**src/rtl/wb_pkg.sv**
```systemverilog
// Shared types and constants for the writeback arbiter.
package wb_pkg;

    // Identifies a writeback producer; also the encoding of the last-grant register.
    typedef enum logic {
        SRC_ALU = 1'b0,
        SRC_MEM = 1'b1
    } src_e;

    localparam int WB_DEFAULT_DEPTH = 2;

endpackage

```
**src/rtl/wb_fifo.sv**
```systemverilog
// Per-source write queue: stores {sel, data}, exposes the head and a
// per-entry valid/sel view so the top can build the pending mask.
module wb_fifo #(
    parameter int DATA_WIDTH   = 8,
    parameter int SELECT_WIDTH = 3,
    parameter int DEPTH        = 2
) (
    input  logic                                 clk,
    input  logic                                 rst,
    input  logic                                 i_push,
    input  logic [SELECT_WIDTH-1:0]              i_sel,
    input  logic [DATA_WIDTH-1:0]                i_data,
    input  logic                                 i_pop,
    output logic                                 o_full,
    output logic                                 o_empty,
    output logic [SELECT_WIDTH-1:0]              o_head_sel,
    output logic [DATA_WIDTH-1:0]                o_head_data,
    output logic [DEPTH-1:0]                     o_entry_valid,
    output logic [DEPTH-1:0][SELECT_WIDTH-1:0]   o_entry_sel
);
    localparam int PTR_W = $clog2(DEPTH);
    localparam int CNT_W = PTR_W + 1;

    logic [DEPTH-1:0][SELECT_WIDTH-1:0] r_sel;
    logic [DEPTH-1:0][DATA_WIDTH-1:0]   r_data;
    logic [PTR_W-1:0]                   r_wr_ptr;
    logic [PTR_W-1:0]                   r_rd_ptr;
    logic [CNT_W-1:0]                   r_count;
    logic                               w_push;
    logic                               w_pop;
    logic [PTR_W-1:0]                   w_off;

    // Full/empty come from the count alone, so a full queue refuses a push
    // even in a cycle where it also pops.
    assign o_full      = (r_count == CNT_W'(DEPTH));
    assign o_empty     = (r_count == '0);
    assign w_push      = i_push && !o_full;
    assign w_pop       = i_pop && !o_empty;
    assign o_head_sel  = r_sel[r_rd_ptr];
    assign o_head_data = r_data[r_rd_ptr];
    assign o_entry_sel = r_sel;

    // Pointer and occupancy bookkeeping; reset discards every queued entry.
    always_ff @(posedge clk or negedge rst) begin
        if (!rst) begin
            r_wr_ptr <= '0;
            r_rd_ptr <= '0;
            r_count  <= '0;
        end else begin
            if (w_push) r_wr_ptr <= r_wr_ptr + 1'b1;
            if (w_pop)  r_rd_ptr <= r_rd_ptr + 1'b1;
            r_count <= r_count + CNT_W'(w_push) - CNT_W'(w_pop);
        end
    end

    // Payload storage needs no reset: an entry is only read while counted valid.
    always_ff @(posedge clk) begin
        if (w_push) begin
            r_sel[r_wr_ptr]  <= i_sel;
            r_data[r_wr_ptr] <= i_data;
        end
    end

    // Entry i is live when its distance from the read pointer is below the count.
    always_comb begin
        o_entry_valid = '0;
        w_off         = '0;
        for (int i = 0; i < DEPTH; i++) begin
            w_off            = PTR_W'(i) - r_rd_ptr;
            o_entry_valid[i] = (CNT_W'(w_off) < r_count);
        end
    end

endmodule

```
**src/rtl/wb_arbiter.sv**
```systemverilog
// Writeback arbiter: two buffered producers (ALU, MEM) share one registered
// register-bank write port with alternating priority on ties, and a pending
// mask covers everything queued or currently on the write port.
module wb_arbiter
    import wb_pkg::*;
#(
    parameter int  DATA_WIDTH   = 8,
    parameter int  NUM_REG      = 6,
    parameter int  FIFO_DEPTH   = WB_DEFAULT_DEPTH,
    localparam int SELECT_WIDTH = $clog2(NUM_REG)
) (
    input  logic                    clk,
    input  logic                    rst,
    input  logic                    i_alu_valid,
    output logic                    o_alu_ready,
    input  logic [SELECT_WIDTH-1:0] i_alu_sel,
    input  logic [DATA_WIDTH-1:0]   i_alu_data,
    input  logic                    i_mem_valid,
    output logic                    o_mem_ready,
    input  logic [SELECT_WIDTH-1:0] i_mem_sel,
    input  logic [DATA_WIDTH-1:0]   i_mem_data,
    output logic                    o_write_enable,
    output logic [SELECT_WIDTH-1:0] o_write_select,
    output logic [DATA_WIDTH-1:0]   o_write_data,
    output logic                    o_drop,
    output logic [NUM_REG-1:0]      o_pending
);
    // Handshake: a transfer happens on a rising edge where valid && ready;
    // ready depends only on queue occupancy (never on valid) and is low in reset.

    localparam logic [SELECT_WIDTH:0] SEL_LIMIT = (SELECT_WIDTH + 1)'(NUM_REG);

    logic                                    w_alu_full, w_alu_empty;
    logic [SELECT_WIDTH-1:0]                 w_alu_head_sel;
    logic [DATA_WIDTH-1:0]                   w_alu_head_data;
    logic [FIFO_DEPTH-1:0]                   w_alu_ev;
    logic [FIFO_DEPTH-1:0][SELECT_WIDTH-1:0] w_alu_es;
    logic                                    w_mem_full, w_mem_empty;
    logic [SELECT_WIDTH-1:0]                 w_mem_head_sel;
    logic [DATA_WIDTH-1:0]                   w_mem_head_data;
    logic [FIFO_DEPTH-1:0]                   w_mem_ev;
    logic [FIFO_DEPTH-1:0][SELECT_WIDTH-1:0] w_mem_es;

    logic                    w_grant_alu, w_grant_mem, w_grant_any;
    logic [SELECT_WIDTH-1:0] w_grant_sel;
    logic [DATA_WIDTH-1:0]   w_grant_data;
    logic                    w_grant_in_range;
    logic [NUM_REG-1:0]      w_pending;

    src_e                    r_last_grant;
    logic                    r_write_enable;
    logic [SELECT_WIDTH-1:0] r_write_select;
    logic [DATA_WIDTH-1:0]   r_write_data;
    logic                    r_drop;

    assign o_alu_ready = rst && !w_alu_full;
    assign o_mem_ready = rst && !w_mem_full;

    wb_fifo #(.DATA_WIDTH(DATA_WIDTH), .SELECT_WIDTH(SELECT_WIDTH), .DEPTH(FIFO_DEPTH)) u_alu_fifo (
        .clk(clk), .rst(rst),
        .i_push(i_alu_valid && o_alu_ready), .i_sel(i_alu_sel), .i_data(i_alu_data),
        .i_pop(w_grant_alu),
        .o_full(w_alu_full), .o_empty(w_alu_empty),
        .o_head_sel(w_alu_head_sel), .o_head_data(w_alu_head_data),
        .o_entry_valid(w_alu_ev), .o_entry_sel(w_alu_es)
    );

    wb_fifo #(.DATA_WIDTH(DATA_WIDTH), .SELECT_WIDTH(SELECT_WIDTH), .DEPTH(FIFO_DEPTH)) u_mem_fifo (
        .clk(clk), .rst(rst),
        .i_push(i_mem_valid && o_mem_ready), .i_sel(i_mem_sel), .i_data(i_mem_data),
        .i_pop(w_grant_mem),
        .o_full(w_mem_full), .o_empty(w_mem_empty),
        .o_head_sel(w_mem_head_sel), .o_head_data(w_mem_head_data),
        .o_entry_valid(w_mem_ev), .o_entry_sel(w_mem_es)
    );

    // Grant one non-empty head; on a tie the source not granted last time wins.
    always_comb begin
        w_grant_alu = 1'b0;
        w_grant_mem = 1'b0;
        if (!w_alu_empty && !w_mem_empty) begin
            if (r_last_grant == SRC_ALU) w_grant_mem = 1'b1;
            else                         w_grant_alu = 1'b1;
        end else if (!w_alu_empty) begin
            w_grant_alu = 1'b1;
        end else if (!w_mem_empty) begin
            w_grant_mem = 1'b1;
        end
    end

    assign w_grant_any      = w_grant_alu || w_grant_mem;
    assign w_grant_sel      = w_grant_mem ? w_mem_head_sel  : w_alu_head_sel;
    assign w_grant_data     = w_grant_mem ? w_mem_head_data : w_alu_head_data;
    assign w_grant_in_range = ({1'b0, w_grant_sel} < SEL_LIMIT);

    // Output stage: load the granted head; out-of-range selects become a drop pulse.
    always_ff @(posedge clk or negedge rst) begin
        if (!rst) begin
            r_last_grant   <= SRC_ALU;
            r_write_enable <= 1'b0;
            r_write_select <= '0;
            r_write_data   <= '0;
            r_drop         <= 1'b0;
        end else begin
            r_write_enable <= w_grant_any && w_grant_in_range;
            r_drop         <= w_grant_any && !w_grant_in_range;
            if (w_grant_any) begin
                r_last_grant   <= w_grant_mem ? SRC_MEM : SRC_ALU;
                r_write_select <= w_grant_sel;
                r_write_data   <= w_grant_data;
            end
        end
    end

    // Pending mask: any live queue entry or the active write targeting register r.
    // Out-of-range selects never compare equal to r, so they never show up here.
    always_comb begin
        w_pending = '0;
        for (int r = 0; r < NUM_REG; r++) begin
            for (int e = 0; e < FIFO_DEPTH; e++) begin
                if (w_alu_ev[e] && (w_alu_es[e] == SELECT_WIDTH'(r))) w_pending[r] = 1'b1;
                if (w_mem_ev[e] && (w_mem_es[e] == SELECT_WIDTH'(r))) w_pending[r] = 1'b1;
            end
            if (r_write_enable && (r_write_select == SELECT_WIDTH'(r))) w_pending[r] = 1'b1;
        end
    end

    assign o_write_enable = r_write_enable;
    assign o_write_select = r_write_select;
    assign o_write_data   = r_write_data;
    assign o_drop         = r_drop;
    assign o_pending      = w_pending;

endmodule

```
**config.mk**
```make
export PLATFORM = sky130hd
export DESIGN_NAME = wb_arbiter
export DESIGN_NICKNAME = d
export VERILOG_FILES = /design/src/rtl/wb_pkg.sv /design/src/rtl/wb_fifo.sv /design/src/rtl/wb_arbiter.sv
export SDC_FILE = /design/constraint.sdc
export NUM_CORES = 1
export LEC_CHECK = 0
export ABC_AREA = 1
export CAP_MARGIN = 40
export CORE_MARGIN = 1
export CORE_UTILIZATION = 55
export CTS_BUF_LIST = sky130_fd_sc_hd__clkbuf_4
export DETAILED_ROUTE_END_ITERATION = 10
export MAX_ROUTING_LAYER = met4
export PLACE_DENSITY = 0.81
export SLEW_MARGIN = 20
export SYNTH_ARGS = -nofsm -noshare
export SYNTH_HDL_FRONTEND = slang
export SYNTH_SLANG_ARGS = --single-unit
```
**constraint.sdc**
```tcl
create_clock -name clk -period 2.55 [get_ports clk]
set_input_delay 0.51 -clock clk [delete_from_list [all_inputs] [get_ports clk]]
set_output_delay 0.51 -clock clk [all_outputs]
set_load 0.01 [all_outputs]
```
# Word level (Yosys, flattened, before mapping)

Index checks and enable logic that the tools add are counted.
W data, S select, Z words.

Output and inout bits: 21
Logic and storage cells: 185
Bits of input ports: 26
Register bits: 66

Eq/ne operators: 27
Muxes and demuxes: 60
Reductions and logical operators: 56
Magnitude comparators: 11
Add/sub/neg operators: 12

Operators by type and width:

| cell                  | number |
|---|---|
| $mux W8               | 7 |
| $logic_and A1 B1 Y1   | 43 |
| $mux W1               | 38 |
| $bwmux W16            | 2 |
| $eq A3 B2 Y1 const B  | 10 |
| $eq A3 B3 Y1 const B  | 10 |
| $mux W3               | 7 |
| $demux W8 S1          | 2 |
| $eq A3 B1 Y1 const B  | 5 |
| $logic_not A3 Y1      | 5 |
| $bwmux W6             | 2 |
| $lt A1 B2 Y1          | 4 |
| $lt A1 B2 Y1 const B  | 4 |
| $demux W3 S1          | 2 |
| $logic_not A1 Y1      | 5 |
| $add A1 B1 Y1 const B | 4 |
| $add A2 B1 Y2         | 2 |
| $eq A2 B2 Y1 const B  | 2 |
| $logic_not A2 Y1      | 2 |
| $sub A1 B1 Y1 const A | 4 |
| $sub A2 B1 Y2         | 2 |
| $lt A3 B3 Y1 const B  | 1 |
| $ge A1 B1 Y1 const B  | 2 |
| $logic_or A1 B1 Y1    | 1 |

# Depth between registers and ports, before layout

Depth in word-level cells: 8
Gate-level depth with buffers: 9
Mapped depth without buffers: 9

# Cells and area by module

A second synthesis with hierarchy kept.

Cell total of the unflattened synthesis: 345
Area, all modules: 3099.2 µm²

Modules (own cells, without submodules):

| module     | sequential area each (µm²) | cells each | times used | area an instance (µm²) |
|---|---|---|---|---|
| wb_fifo    | 760.7                      | 93         | 2          | 1047.3 |
| wb_arbiter | 350.3                      | 159        | 1          | 1004.7 |

# Worst setup path before layout

No wires, ideal clock.

Path kind: register to register
Start point: register u_mem_fifo.r_count[0]
End point: register u_mem_fifo.r_sel, in the netlist u_mem_fifo.o_entry_sel[3] (enable)
Clock period less this slack: 1762 ps
Arrival time: 1384 ps
Path buffers: 0
Cell stages (with the launch flop): 5
Data required time: 2172 ps
Setup time: 378 ps
Slack: 788 ps
Path through: dfrtp_1 inv_2 a21oi_2 nand2_1 nor2_1

Longest elaborated chain between the ends: 5

Ends and longest elaborated chain:

| element                        | line             | source |
|---|---|---|
| start: declaration             | wb_fifo.sv:28    | `logic [CNT_W-1:0] r_count;` |
| start signal: assignment       | wb_fifo.sv:52    | `r_count <= r_count + CNT_W'(w_push) - CNT_W'(w_pop);` |
| $eq A2 B2 Y1                   | wb_fifo.sv:35    | `assign o_full = (r_count == CNT_W'(DEPTH));` |
| $logic_not A1 Y1               | wb_arbiter.sv:57 | `assign o_mem_ready = rst && !w_mem_full;` |
| $logic_and A1 B1 Y1            | wb_arbiter.sv:57 |  |
| net o_mem_ready                | wb_arbiter.sv:19 | `output logic o_mem_ready,` |
| $logic_and A1 B1 Y1            | wb_arbiter.sv:70 | `.i_push(i_mem_valid && o_mem_ready), .i_sel(i_mem_sel), .i_data(i_mem_data),` |
| $logic_and A1 B1 Y1            | wb_fifo.sv:37    | `assign w_push = i_push && !o_full;` |
| end signal: indexed assignment | wb_fifo.sv:59    | `r_sel[r_wr_ptr] <= i_sel;` |
| end: declaration               | wb_fifo.sv:24    | `logic [DEPTH-1:0][SELECT_WIDTH-1:0] r_sel;` |

The timed path passes the listed nets, and every way through them passes these cells.
A chain may end at the register's enable or synchronous reset.

# Worst setup path in the final report

Start point: input rst
End point: output o_alu_ready

Longest elaborated chain between the ends: 1

Ends and longest elaborated chain:

| element             | line             | source |
|---|---|---|
| start: declaration  | wb_arbiter.sv:13 | `input logic rst,` |
| $logic_and A1 B1 Y1 | wb_arbiter.sv:56 | `assign o_alu_ready = rst && !w_alu_full;` |
| end: declaration    | wb_arbiter.sv:15 | `output logic o_alu_ready,` |

No other way between the ends.

==> summary.txt <==
Drt
  – Met3 WL post-DR: 248 um
  – Final WL: 6422 um
  – Post-DRT Antenna Nets: 0
  – Met1 WL: 2750 um
  – Vias/cell: 5.224
  – Top Metal Used: met4
  – Via count: 2,382
  – Met2 WL: approximately 3300 um
  – Residual DRC: 0
  – Drt pass-1 iters: 4
  – DRC violation total after the first TritonRoute iteration: 139
  – Avg WL per Cell: roughly 14 um

Yosys
  – Syn_nets: 342
  – Share of the yosys chip area belonging to registers: 60.35%
  – Synth warn: 0
  – Netlist cell types: 30
  – Number of synthesized flops with an enable pin: 44
  – Mapped Area: 0.003102 mm2
  – Syn Area/Cell: 9.941 um2
  – Main flop type after synthesis: edfxtp_1
  – FFs w/ async S/R, synth: around a third
  – Synth Instances: 312
  – Number of synthesized register bits: 66

Final layout
  – N_diodes: 0
  – Layout net count: 411
  – Commonest cells after routing, fill and taps aside: nand2_1, edfxtp_1, clkdlybuf4s50_1
  – # fillers: 395
  – Design area: 0.003941 mm2
  – Final Non-Filler Cells: 456
  – Layout cells sized above 1: 17.36%
  – Most common cell after layout, fill and taps aside: nand2_1
  – Synthesis-to-finish area growth: 27.07%

Pwr
  – PD cells: 1154 mW/mm2
  – Switching Share: approximately 41%
  – Clk pwr share: 14.5%
  – Combinational Power Share: 47.8%
  – Switching Power: 0.001878 W
  – Leakage Power: 1.743 nW
  – Part of the power in registers: a little under two fifths
  – Peak supply drop: 0.6924 mV
  – Internal: around 0.0027 W

Worst setup path
  – WS Path Type: in -> out
  – Cell mode on critical path: clkdlybuf4s50_1
  – Slowest CP cell: clkdlybuf4s50_1
  – Type of origin of the critical path: input port
  – Cell Chain, Critical Path: clkdlybuf4s50_1 -> inv_1 -> a21oi_2 -> clkdlybuf4s50_1
  – Family with the most delay on the worst path: buffers and inverters
  – WP data required: 2.04 ns
  – Slowest stage delay, CP: 0.55 ns
  – Crit-path max FO: 2
  – Worst setup EP type: output port
  – Buf/Inv on CP: 3
  – Critical Path AT: 1.80 ns

Timing
  – Worst-margin pin slew: approximately 0.37 ns
  – Setup violations, final: 0
  – Fmax: 0.4320 GHz
  – Post-route setup TNS: 0 ns
  – Relative slew slack: 75.34%
  – Period Utilization, post-route: 90.77%
  – Hold Fails Final Rpt: 0
  – Tmin final: between 2 and 2.5 ns
  – Clock Skew: 0.01463 ns
  – RSZ-0062 raised after global routing: no
  – Slew Viols, Final: 0

Die
  – Rows: 26
  – Starting Density: around three fifths
  – I/O pin cnt: 47
  – Die height: 77.10 um
  – Die area: 0.005944 mm2
  – Core Footprint: between 0.005 and 0.006 mm2
  – Die W: roughly 77 um

GRT
  – Largest net degree at the start of global routing: 23
  – Initial antenna violation count: 0
  – Global-route wire length before repair: 10,310 um
  – Grt ovf: 0
  – GRT Overall Usage: 23.82%
  – Vias in the first global route: 2,268

Clocking
  – CTS clk-pin slew, worst paths: roughly 0.1 ns
  – Total CTS buffers: 9
  – Clock Latency Late Sink: around 0.4 ns
  – Max clock buf depth: 2
  – CTS tree: built
  – CTS sink cnt: 66
  – H-Tree Depth: 3
  – Root Buffer Master: clkbuf_4

Outcome
  – Status: finished clean

Place
  – Placer Congestion: 0.8312
  – Cell Area, Placed: approximately 0.0037 mm2
  – Cell Count Post-Placement: 432
  – PortBufs: 46
  – DP HPWL: 4648 um

Run
  – Max-cap violations: 0

Hold path
  – Hold Crit Class: in -> async
[stage by stage]
stage | utilization [%] | setup slack [ns] | power, W | hold WS [ns]
4_1_cts | 72.63 | 0.003771 | 0.004488 | 0.5002
3_3_place_gp | 69.85 | 0.2321 | 0.003699 | 0.4787
2_1_floorplan | - | 0.7875 | 0.003028 | 0.2144
3_5_place_dp | 69.85 | 0.2282 | 0.003801 | 0.4823
5_1_grt | 74.79 | 0.1506 | 0.004891 | 0.5263
6_report | 74.79 | 0.2354 | 0.004549 | 0.5095
[registers in the layout, summed over array words and instances (netlist names)]
name,cells
o_write_data,8
u_alu_fifo.r_rd_ptr,1
u_alu_fifo.r_wr_ptr,1
o_write_enable,1
o_drop,1
u_mem_fifo.r_count,2
r_last_grant,1
u_mem_fifo.r_rd_ptr,1
u_mem_fifo.r_wr_ptr,1
u_alu_fifo.r_count,2
u_mem_fifo.r_data,16
u_mem_fifo.o_entry_sel,6
u_alu_fifo.r_data,16
o_write_select,3
u_alu_fifo.o_entry_sel,6
[metal layers]
layer | vias up | track usage [%]
li1 | 1177 | -
met2 | 60 | 39.46
met3 | 12 | 5.476
met4 | 0 | 9.623
met5 | - | -
met1 | 1133 | 28.15
[power groups by stage]
stage / registers (W) / logic [W] / clock network (W)
finish: 0.00172 / 0.00217 / 0.000660
global route: 0.00174 / 0.00243 / 0.000725
CTS: 0.00170 / 0.00212 / 0.000673
detailed placement: 0.00171 / 0.00210 / 0
global placement: 0.00170 / 0.00200 / 0
floorplan: 0.00170 / 0.00133 / 0
[worst reg2reg max path: cells and delay by family (launching register included)]
kind	cells	cell delay (ns)
flip-flops	1	0.50
adder cells (fa/ha/maj)	2	0.46
AND/OR/NAND/NOR	2	0.36
XOR/XNOR	2	0.36
buffers and inverters	3	0.20
[synthesized netlist by cell type (6+ instances only)]
library cell	count	share of area (%)
dfrtp_1	22	18
edfxtp_1	44	43
inv_1	20	2.4
inv_2	6	0.73
nand2_1	85	10
nand3_1	18	2.9
nor2_1	39	4.7
nor3_1	14	2.3
o21ai_0	12	1.9
o21ai_1	7	1.1
xor2_1	6	1.7
[what timing repair did]
action / CTS / global route
gates cloned: 0 / 0
hold buffers: 0 / 0
pin swaps: 0 / 1
setup endpoints to repair: 6 / 6
resized for setup: 4 / 17
setup buffers: 1 / 7
[area by class of cell]
class	instances	area, um2	share of cell area (%)
clock buffers	11	82.58	2.095
repair buffers	62	595.6	15.11
clock inverters	5	46.29	1.175
flip-flops and latches	66	1876	47.59
inverters	29	118.9	3.016
multi-input cells	213	1135	28.79
well taps	70	87.58	2.222
[logic make-up (layout without fill, tap and decap cells)]
logic type | Yosys count | in the layout | synth area share [%]
xor+xnor | 8 | 8 | 2.259
fa+ha+maj | 4 | 4 | 1.614
flops | 66 | 66 | 60.35
simple gates | 172 | 172 | 24.81
compound gates | 29 | 29 | 6.293
buf+inv | 33 | 107 | 4.679
[final timing paths]
kind / start / endpoint / slack, ns / depth (start not counted)
worst min register to register: o_write_data[1] / o_write_data[1] / 0.52 / 2
worst max-delay path: rst / o_alu_ready / 0.24 / 4
max in group asynchronous: rst / u_mem_fifo.r_count[0] / 1.78 / 2
worst max register to register: u_mem_fifo.r_count[1] / u_mem_fifo.r_count[1] / 0.60 / 9
worst min-delay path: rst / r_last_grant / 0.51 / 2
min in group clk: o_write_data[1] / o_write_data[1] / 0.52 / 2
Power figures use the tool's default switching activity.
==> RTL edit 1 (config.mk and constraints unchanged) <==
Set the parameter `NUM_REG` to 5 (it was 6).
--- a/src/rtl/wb_arbiter.sv
+++ b/src/rtl/wb_arbiter.sv
@@ -7,3 +7,3 @@
     parameter int  DATA_WIDTH   = 8,
-    parameter int  NUM_REG      = 6,
+    parameter int  NUM_REG      = 5,
     parameter int  FIFO_DEPTH   = WB_DEFAULT_DEPTH,
Ports: changed (resized o_pending); port bits go from 47 to 46. No check against the original RTL was run, so the function may have changed too.
==> RTL edit 1 against the original RTL <==
- sequential cell count unchanged
- power is 3.3% lower
- routed wire length down 6.4%
- final area decreased by 5.1%
- synthesized area is 4.8% lower
- sequential share of layout area rose by 2.6 points
- setup slack got worse by 0.13 ns
- cell count decreased by 5.9%
==> RTL edit 1: results <==
# TYPE chip_impl_metric gauge
chip_impl_info{name="status",value="finished, final reports clean"} 1
chip_impl_metric{name="vdd_ir_drop_max",unit="mV"} 0.764
chip_impl_metric{name="finalWirelength",unit="microns"} 6010
chip_impl_info{name="holdCritPathClass",value="reg2reg"} 1
chip_impl_metric{name="yosysSeqAreaShare",unit="%"} 63.4
chip_impl_metric{name="least_margin_pin_slew",unit="ns"} 0.381
chip_impl_metric{name="grt_first_pass_wirelength",unit="microns"} 9230
chip_impl_metric{name="route.vias.total",unit=""} 2267
chip_impl_metric{name="layout.nets",unit=""} 384
chip_impl_metric{name="timing.critical_path.arrival",unit="ns"} 1.93
chip_impl_metric{name="placedInstanceArea",unit="sq um"} 3520
chip_impl_metric{name="placedCellCount",unit=""} 411
chip_impl_metric{name="n_fill_cell",unit=""} 370
chip_impl_metric{name="synth-compound-area-share",unit="%"} 7.54
chip_impl_metric{name="parity_gate_share_of_the_synthesized_area_counting_xor_and_xnor_cells",unit="%"} 2.37
chip_impl_metric{name="first_global_vias",unit=""} 2012
chip_impl_metric{name="skew",unit="ns"} 0.0114
chip_impl_metric{name="io_buffers",unit=""} 45
chip_impl_metric{name="gp_congestion",unit=""} 0.803
chip_impl_info{name="synth_area_leaders",value="sky130_fd_sc_hd__edfxtp_1 (45%), sky130_fd_sc_hd__dfrtp_1 (19%), sky130_fd_sc_hd__nand2_1 (7.6%), sky130_fd_sc_hd__nor2_1 (6.2%), sky130_fd_sc_hd__inv_1 (3.6%)"} 1
chip_impl_metric{name="hpwlAfterDp",unit="microns"} 4270
chip_impl_metric{name="global_route.usage.total",unit="%"} 24.2
chip_impl_metric{name="total_nets_after_synthesis",unit=""} 322
chip_impl_metric{name="post_synth_fa_ha_maj_area_fraction",unit="%"} 1.69
chip_impl_metric{name="post_synth.cell_area_avg",unit="sq um"} 10.1
chip_impl_metric{name="routed_via_density",unit=""} 5.28
## RTL edit 1: changes by cell type after synthesis, moves of 4 or more
cell,change
sky130_fd_sc_hd__nand2_1,-25
sky130_fd_sc_hd__inv_1,+8
sky130_fd_sc_hd__nand2_2,-4
sky130_fd_sc_hd__inv_2,-4
sky130_fd_sc_hd__nor3_1,-13
sky130_fd_sc_hd__a21oi_1,+5
sky130_fd_sc_hd__o21ai_0,+9
sky130_fd_sc_hd__nor2_1,+10
## RTL edit 1: final cells by class
| type | count | share of cell area [%] |
|---|---|---|
| Clock buffer | 13 | 2.61 |
| Clock inverter | 3 | 1.71 |
| Inverter | 30 | 3.08 |
| Multi-Input combinational cell | 191 | 25.8 |
| Sequential cell | 66 | 50.2 |
| Tap cell | 70 | 2.34 |
| Timing Repair Buffer | 56 | 14.3 |
## RTL edit 1: repair_timing
action	4_1_cts	5_1_grt
setup buffers	0	2
gates cloned	0	0
pin swaps	0	0
setup endpoints to repair	5	5
resized for setup	3	11
hold buffers	0	0
## RTL edit 1: worst max-delay path: cells and delay by family
| kind | cells | cell delay, ns |
|---|---|---|
| buffers and inverters | 3 | 1.19 |
| AOI/OAI and AO/OA | 1 | 0.23 |
## RTL edit 1: stage by stage
step / power, mW / util, % / hold WS (ns) / setup slack [ns]
3_3_place_gp: 3.45 / 68.5 / 0.463 / 0.210
4_1_cts: 4.33 / 71.8 / 0.497 / 0.0112
5_1_grt: 4.69 / 72.7 / 0.522 / 0.0000542
6_report: 4.40 / 72.7 / 0.494 / 0.107
3_5_place_dp: 3.53 / 68.5 / 0.474 / 0.171
2_1_floorplan: 2.83 / - / 0.214 / 0.704
## RTL edit 1: power breakdown
group	total, mW	leakage, nW	internal, mW	switching (mW)
clock	0.782	0.0896	0.440	0.342
combinational	1.93	0.837	0.837	1.09
sequential	1.69	0.651	1.45	0.239
total	4.40	1.58	2.73	1.67
## RTL edit 1: worst paths after layout
kind | slack [ns] | depth (start not counted) | to | start
worst min register to register | 0.49 | 2 | o_write_data[1] | o_write_data[1]
min in group asynchronous | 0.51 | 2 | u_alu_fifo.r_wr_ptr | rst
worst max register to register | 0.55 | 9 | u_mem_fifo.r_count[1] | u_mem_fifo.r_count[1]
max in group asynchronous | 1.78 | 2 | u_mem_fifo.r_count[0] | rst
worst max-delay path | 0.11 | 4 | o_alu_ready | rst
worst min-delay path | 0.49 | 2 | o_write_data[1] | o_write_data[1]
## RTL edit 1: metal layers
layer	vias up	global-route usage, %	share of wire (%)
met5	-	-	0
met3	20	7.63	5.9
met2	95	36.1	49
li1	1096	-	-
met1	1056	30.5	41
met4	0	10.9	3.6
==> RTL edit 2 (config.mk and constraints unchanged) <==
Made on the original files. Make the reset (`rst`) synchronous in 2 clocked blocks.
--- a/src/rtl/wb_fifo.sv
+++ b/src/rtl/wb_fifo.sv
@@ -43,3 +43,3 @@
     // Pointer and occupancy bookkeeping; reset discards every queued entry.
-    always_ff @(posedge clk or negedge rst) begin
+    always_ff @(posedge clk) begin
         if (!rst) begin
--- a/src/rtl/wb_arbiter.sv
+++ b/src/rtl/wb_arbiter.sv
@@ -96,3 +96,3 @@
     // Output stage: load the granted head; out-of-range selects become a drop pulse.
-    always_ff @(posedge clk or negedge rst) begin
+    always_ff @(posedge clk) begin
         if (!rst) begin
Check against the original RTL: differs if rst is asserted again (counterexample within 4 cycles, from zero or initial values and one cycle with rst low); with rst held inactive, the same outputs for 4 cycles.
==> RTL edit 2 against the original RTL <==
- fmax is 6.0% lower
- register-to-register slack better by 0.10 ns
- power decreased by 16%
- sequential cell count did not move
- largest cell class unchanged
- routed wire length rose by 0.92%
- synthesized area decreased by 2.2%
- setup slack got worse by 0.15 ns
- highest routed layer unchanged
- final area shrank 2.3%
==> RTL edit 2: results <==
# TYPE chip_impl_metric gauge
chip_impl_metric{name="parity_gate_share_of_the_synthesized_area_counting_xor_and_xnor_cells",unit="%"} 0.578
chip_impl_metric{name="reg2reg_setup_slack",unit="ns"} 0.70
chip_impl_metric{name="yosysSeqAreaShare",unit="%"} 58.1
chip_impl_metric{name="global_route.usage.total",unit="%"} 23.8
chip_impl_metric{name="post_synth.cell_area_avg",unit="sq um"} 9.11
chip_impl_info{name="synth_area_leaders",value="sky130_fd_sc_hd__edfxtp_1 (44%), sky130_fd_sc_hd__dfxtp_1 (15%), sky130_fd_sc_hd__nand2_1 (8.4%), sky130_fd_sc_hd__nand3_1 (6.3%), sky130_fd_sc_hd__nor2_1 (5.9%)"} 1
chip_impl_metric{name="timing.critical_path.slowest_cell_delay",unit="ns"} 0.52
chip_impl_info{name="status",value="finished, final reports clean"} 1
chip_impl_metric{name="final.setup.worst_slack",unit="ns"} 0.0878
chip_impl_metric{name="placedCellCount",unit=""} 450
chip_impl_metric{name="route.detailed.wl_per_inst",unit="microns"} 13.8
chip_impl_metric{name="vdd_ir_drop_max",unit="mV"} 0.656
chip_impl_info{name="startpoint_of_the_worst_register_to_register_path",value="u_alu_fifo.r_count[0]"} 1
chip_impl_metric{name="grt_start_max_net_pins",unit=""} 18
chip_impl_info{name="crit-reg2reg-capture",value="u_alu_fifo.r_count[1]"} 1
chip_impl_metric{name="least_margin_pin_slew",unit="ns"} 0.400
chip_impl_metric{name="cts.repair_timing.setup_buffer_count",unit=""} 0
chip_impl_metric{name="gp_congestion",unit=""} 0.882
chip_impl_info{name="synth_commonest_cells",value="sky130_fd_sc_hd__nand2_1 (68), sky130_fd_sc_hd__nor2_1 (48), sky130_fd_sc_hd__edfxtp_1 (44), sky130_fd_sc_hd__nand3_1 (38), sky130_fd_sc_hd__inv_1 (32)"} 1
chip_impl_metric{name="layout-drive-gt1-share",unit="%"} 15.0
chip_impl_metric{name="skew",unit="ns"} 0.0131
chip_impl_metric{name="clock_power_share",unit="%"} 20.4
chip_impl_metric{name="layout.nets",unit=""} 425
chip_impl_metric{name="crit_fanout",unit=""} 6
chip_impl_info{name="top_cell_by_count_worst_path",value="sky130_fd_sc_hd__nand2_1"} 1
chip_impl_metric{name="postSynth.asyncResetShare",unit="%"} 0
chip_impl_metric{name="total_power",unit="mW"} 3.80
chip_impl_metric{name="leakagePower",unit="nW"} 1.60
==> RTL edit 2: worst min path at each step <==
| stage | end | slack (ns) | depth (start not counted) |
|---|---|---|---|
| after floorplan | o_write_data[0] | 0.49 | 2 |
| after global routing | o_write_data[0] | 0.50 | 2 |
| after global placement | o_write_data[1] | 0.47 | 2 |
| after detailed placement | o_write_data[1] | 0.46 | 2 |
| after CTS | o_write_data[1] | 0.49 | 2 |
| final | o_write_data[1] | 0.49 | 2 |
==> RTL edit 2: per-layer routing <==
layer	GRT usage [%]	share of wire, %	vias to the layer above
met1	26.8	42	1158
met4	16.2	2.9	0
met2	38.4	51	87
li1	-	-	1239
met5	-	0	-
met3	4.55	4.6	18
==> RTL edit 2: cell type report <==
| type | instances | area, sq um |
|---|---|---|
| inverters | 39 | 151 |
| fillers | 370 | 1360 |
| clock buffers | 9 | 67.6 |
| repair buffers | 58 | 551 |
| flip-flops and latches | 66 | 1770 |
| clock inverters | 7 | 93.8 |
| well taps | 70 | 87.6 |
| multi-input cells | 221 | 1130 |
